==> config.mk <==
export PLATFORM = sky130hd
export DESIGN_NAME = mem_arbiter
export DESIGN_NICKNAME = d
export VERILOG_FILES = /design/src/rtl/mem_arbiter.sv
export SDC_FILE = /design/constraint.sdc
export NUM_CORES = 1
export LEC_CHECK = 0
export ABC_AREA = 1
export CAP_MARGIN = 0
export CORE_MARGIN = 5
export CORE_UTILIZATION = 46
export CTS_BUF_LIST = sky130_fd_sc_hd__clkbuf_8
export CTS_CLUSTER_SIZE = 30
export DETAILED_ROUTE_END_ITERATION = 12
export PLACE_DENSITY = 0.78
export SLEW_MARGIN = 5
export SYNTH_ARGS = -nofsm -noshare
export SYNTH_HDL_FRONTEND = slang
export SYNTH_SLANG_ARGS = --single-unit
export TNS_END_PERCENT = 10
==> constraint.sdc <==
create_clock -name clk -period 3.4 [get_ports clk]
set_input_delay 0.68 -clock clk [delete_from_list [all_inputs] [get_ports clk]]
set_output_delay 0.68 -clock clk [all_outputs]
set_load 0.1 [all_outputs]
==> src/rtl/mem_arbiter.sv <==
// mem_arbiter: shares one byte-wide synchronous RAM port between instruction fetch and load/store,
// serialising accesses into byte beats. Define MEMARB_ALIGN_CHK_EN to trap misaligned MEM accesses.
module mem_arbiter (
  input  logic        clk,
  input  logic        rst,
  input  logic        flush,
  input  logic        if_req,
  input  logic [31:0] if_addr,
  output logic        if_done,
  output logic [31:0] if_inst,
  input  logic        mem_req,
  input  logic        mem_we,
  input  logic [1:0]  mem_width,
  input  logic [31:0] mem_addr,
  input  logic [31:0] mem_wdata,
  output logic        mem_done,
  output logic [31:0] mem_rdata,
  output logic        mem_err,
  output logic [31:0] ram_a,
  output logic [7:0]  ram_dout,
  output logic        ram_wr,
  input  logic [7:0]  ram_din
);

  typedef enum logic [2:0] {IDLE, IF_RD, MEM_RD, MEM_WR, DONE} state_t;

  state_t      state;
  logic [2:0]  cnt;
  logic [2:0]  beats;
  logic [31:0] wdata;
  logic [31:0] data;

  function automatic logic [2:0] beat_count(input logic [1:0] width);
    case (width)
      2'd0:    beat_count = 3'd1;
      2'd1:    beat_count = 3'd2;
      default: beat_count = 3'd4;
    endcase
  endfunction

  function automatic logic [31:0] put_byte(input logic [31:0] word, input logic [1:0] idx,
                                           input logic [7:0] b);
    logic [31:0] r;
    r = word;
    r[{idx, 3'b000} +: 8] = b;
    return r;
  endfunction

  function automatic logic [7:0] get_byte(input logic [31:0] word, input logic [1:0] idx);
    return word[{idx, 3'b000} +: 8];
  endfunction

`ifdef MEMARB_ALIGN_CHK_EN
  function automatic logic misaligned(input logic [1:0] width, input logic [1:0] lsb);
    case (width)
      2'd0:    misaligned = 1'b0;
      2'd1:    misaligned = lsb[0];
      default: misaligned = |lsb;
    endcase
  endfunction
`endif

  always_ff @(posedge clk) begin
    if (rst) begin
      state     <= IDLE;
      cnt       <= 3'd0;
      if_done   <= 1'b0;
      mem_done  <= 1'b0;
      mem_err   <= 1'b0;
      ram_wr    <= 1'b0;
      ram_a     <= 32'd0;
      ram_dout  <= 8'd0;
      if_inst   <= 32'd0;
      mem_rdata <= 32'd0;
    end else begin
      if_done  <= 1'b0;
      mem_done <= 1'b0;
      case (state)
        IDLE: begin
          cnt  <= 3'd0;
          data <= 32'd0;
          // MEM wins over IF: it belongs to the older instruction in the pipe
          if (mem_req) begin
`ifdef MEMARB_ALIGN_CHK_EN
            if (misaligned(mem_width, mem_addr[1:0])) begin
              mem_done <= 1'b1;
              mem_err  <= 1'b1;
              state    <= DONE;
            end else
`endif
            begin
              ram_a   <= mem_addr;
              wdata   <= mem_wdata;
              beats   <= beat_count(mem_width);
              mem_err <= 1'b0;
              if (mem_we) begin
                ram_wr   <= 1'b1;
                ram_dout <= mem_wdata[7:0];
                state    <= MEM_WR;
              end else begin
                state <= MEM_RD;
              end
            end
          end else if (if_req && !flush) begin
            ram_a <= if_addr;
            beats <= 3'd4;
            state <= IF_RD;
          end
        end

        IF_RD, MEM_RD: begin
          if (state == IF_RD && flush) begin
            state <= IDLE;
          end else begin
            // address runs one beat ahead of the byte being captured
            cnt <= cnt + 3'd1;
            if (cnt + 3'd1 < beats) ram_a <= ram_a + 32'd1;
            if (cnt != 3'd0) data <= put_byte(data, 2'(cnt - 3'd1), ram_din);
            if (cnt == beats) begin
              state <= DONE;
              if (state == IF_RD) begin
                if_inst <= put_byte(data, 2'(cnt - 3'd1), ram_din);
                if_done <= 1'b1;
              end else begin
                mem_rdata <= put_byte(data, 2'(cnt - 3'd1), ram_din);
                mem_done  <= 1'b1;
                mem_err   <= 1'b0;
              end
            end
          end
        end

        MEM_WR: begin
          if (cnt + 3'd1 < beats) begin
            cnt      <= cnt + 3'd1;
            ram_a    <= ram_a + 32'd1;
            ram_dout <= get_byte(wdata, 2'(cnt + 3'd1));
          end else begin
            ram_wr   <= 1'b0;
            mem_done <= 1'b1;
            mem_err  <= 1'b0;
            state    <= DONE;
          end
        end

        DONE:    state <= IDLE;
        default: state <= IDLE;
      endcase
    end
  end

endmodule

==> impl_metrics.csv <==
group,metric,value,unit
power,p_comb_frac,0.521,
worst_setup_path,worst_ep_arrival_time,3.10,ns
placement,gp_congestion,0.908,
floorplan,fp.coreArea,18800,um^2
min_path,hold_class,"flip-flop to flip-flop",
timing,fmax,369,MHz
clocking,cts.sinks,180,
floorplan,die_x,149,um
detailed_routing,avgRoutedWirePerCell,15.3,um
worst_setup_path,crit_top_cell,"inv_1",
detailed_routing,firstDrtPassIters,6,
synthesis,ys_ff_latch,180,
worst_setup_path,critical_path.max_fanout,11,
worst_setup_path,max_stage_delay,0.58,ns
clocking,htreeDepth,4,
placement,port_buffers,218,
power,switching_share,0.516,
synthesis,synth_warnings,0,
detailed_routing,drc,0,
worst_setup_path,timing_worst_setup_path_type,"flip-flop to flip-flop",
global_route,antenna_found_initial,0,
floorplan,start_util,0.472,
synthesis,synth_nets,1304,
layout,drive_above_1_share,0.124,
clocking,cts_buffers,17,
timing,timing.final.ws_setup,0.693,ns
power,clock_power_share,0.154,
layout,layout_commonest_cell,"nand2_1",
power,pwr_density_cell,855,nW/um^2
power,leakagePower,4.79,nW
timing,tns,0,ns
clocking,insertion_delay,0.48,ns
synthesis,synth_top_area_share,0.255,
power,intPower,4.75,mW
worst_setup_path,crit_chain,"inv_1 > ha_1 > inv_1 > nor2_2 > nand2_1 > o21ai_0 > o21ai_1 > a21oi_1",
worst_setup_path,cpLargestDelayFamily,"simple AND/OR/NAND/NOR gates",
clocking,ctsHoldBuffers,0,
timing,rsz0062_at_grt,"no",
worst_setup_path,start_kind,"flip-flop",
timing,finalHoldViolCount,0,
synthesis,yosysUniqueCellTypes,35,
layout,nets,1499,
global_route,overflow,0,
global_route,grt_pass1_wl,40900,um
floorplan,die_area,22200,um^2
power,ir_drop,0.000487,V
layout,syn_to_final_growth,29.1,%
timing,max-slew-margin-rel,0.335,
timing,fin_crit_sh,0.796,
placement,hpwl,18100,um
floorplan,num_io_pins,220,
worst_setup_path,cp_num_buf_inv,2,
clocking,cts_resized,0,
global_route,grt_pass1_vias,7907,
timing,final_max_slew_viol_count,0,
detailed_routing,wirelength,25300,um
synthesis,synth.avg_cell_area,7.52,um^2
timing,skew,0.0163,ns
synthesis,syn_inst,1182,
timing,setup_viol,0,
status,status,"complete, no violations",
power,switching_power,5.06,mW
clocking,cts_setup_buffers,0,
clocking,path_clk_slew,0.10,ns
synthesis,async_flop_share,0,
clocking,root_buffer,"clkbuf_8",
global_route,grt_max_degree,66,
detailed_routing,vias,8558,
layout,diodes,0,
placement,post_dp_cell_area,11100,um^2
clocking,cts_tree,"yes",
clocking,cts_max_path_buffers,2,
detailed_routing,ant_nets,0,
synthesis,synth_area,8880,um^2
placement,dp_slack,0.760,ns
power,seqPwrFrac,0.325,
synthesis,synth.top_cells.by_area,"dfxtp_1, edfxtp_1, nand2_1",
worst_setup_path,cp_data_required_time,3.80,ns
global_route,grtUsageTotal,0.226,
layout,final_cell_mix,"nand2_1, inv_1, clkdlybuf4s50_1",
synthesis,yosys.area.top_type,"dfxtp_1",
floorplan,rows,50,
power,p_total,9.81,mW
run,max_cap_viol_count,0,
timing,worstMarginPinSlew,0.994,ns
detailed_routing,drtIter0Drc,813,
floorplan,die_h,149,um
layout,design_area,11500,um^2
detailed_routing,vias_per_cell,5.19,
timing,min_period,2.71,ns
worst_setup_path,end_kind,"flip-flop",
synthesis,synth-edff-count,67,
worst_setup_path,crit_path_top_delay_cell,"dfxtp_1",
synthesis,ys.flop_type,"dfxtp_1",
synthesis,synth_seq_area_share,0.481,
[final cells by class]
cell class | count | area [um^2]
timing repair buffer | 234 | 2100
multi-input combinational | 785 | 3770
fill | 1706 | 7360
tap | 260 | 325
sequential | 180 | 4270
clock buffer | 17 | 234
inverter | 159 | 597
clock inverter | 15 | 171
[flip-flops by register name, indices dropped and copies added (netlist names)]
| register | cells |
|---|---|
| data | 32 |
| if_inst | 32 |
| mem_rdata | 32 |
| ram_a | 32 |
| wdata | 32 |
| ram_dout | 8 |
| beats | 3 |
| cnt | 3 |
| state | 3 |
| if_done | 1 |
| mem_done | 1 |
| ram_wr | 1 |
[worst register-to-register path: stages, from the launching register on]
cell     delay [ns]
dfxtp_1        0.58
inv_1          0.12
ha_1           0.36
inv_1          0.21
nor2_2         0.40
nand2_1        0.33
o21ai_0        0.38
o21ai_1        0.12
a21oi_1        0.14
[stage by stage]
step | instances | utilization | hold slack (ns)
finish | 1650 | 0.609 | 0.450
global route | 1650 | 0.609 | 0.466
CTS | 1650 | 0.609 | 0.451
detailed placement | 1618 | 0.588 | 0.437
global placement | 1618 | 0.588 | 0.434
floorplan | 1182 | - | 0.482
[Yosys cell counts (6+ instances only)]
| library cell | instances |
|---|---|
| nand2_1 | 255 |
| inv_1 | 149 |
| nor2_1 | 126 |
| dfxtp_1 | 113 |
| o21ai_0 | 113 |
| a21oi_1 | 109 |
| edfxtp_1 | 67 |
| clkbuf_1 | 33 |
| nand3_1 | 29 |
| o21ai_1 | 26 |
| o22ai_1 | 24 |
| or2_2 | 23 |
| o211ai_1 | 20 |
| buf_2 | 15 |
| ha_1 | 10 |
| a31oi_1 | 8 |
| inv_2 | 8 |
| buf_4 | 6 |
[cell families (layout without fill, tap and decap cells)]
| group | after synthesis | after routing | share of synthesized area |
|---|---|---|---|
| DFF | 180 | 180 | 0.481 |
| xor gates and xnor gates | 8 | 8 | 0.00789 |
| muxes | 3 | 3 | 0.00338 |
| adders and majority gates | 10 | 10 | 0.0141 |
| buffers and inverters | 217 | 425 | 0.0963 |
| other | 1 | 1 | 0.000422 |
| AOI/OAI and AO/OA | 307 | 307 | 0.185 |
| and+or+nand+nor | 456 | 456 | 0.212 |
[worst paths after layout]
path / start / depth (start not counted) / slack (ns) / endpoint
setup / recovery: cnt[0] / 8 / 0.69 / mem_rdata[8]
hold / removal: mem_rdata[22] / 2 / 0.45 / mem_rdata[22]
setup reg to reg: cnt[0] / 8 / 0.69 / mem_rdata[8]
hold reg to reg: mem_rdata[22] / 2 / 0.45 / mem_rdata[22]
[power groups by stage]
stage                     Sequential, mW  Combinational [mW]  Clock (mW)
after CTS                           3.18                5.10        1.53
after global routing                3.25                5.53        1.62
final                               3.19                5.11        1.51
after global placement              3.21                5.02           0
after detailed placement            3.23                5.08           0
after floorplan                     4.93                2.14           0
[metal layers]
metal | wire length, um | GRT usage
met1 | 10500 | 0.295
met2 | 12000 | 0.372
met3 | 2230 | 0.0586
met4 | 510 | 0.0673
met5 | 0 | 0
(Power assumes the default switching activity.)
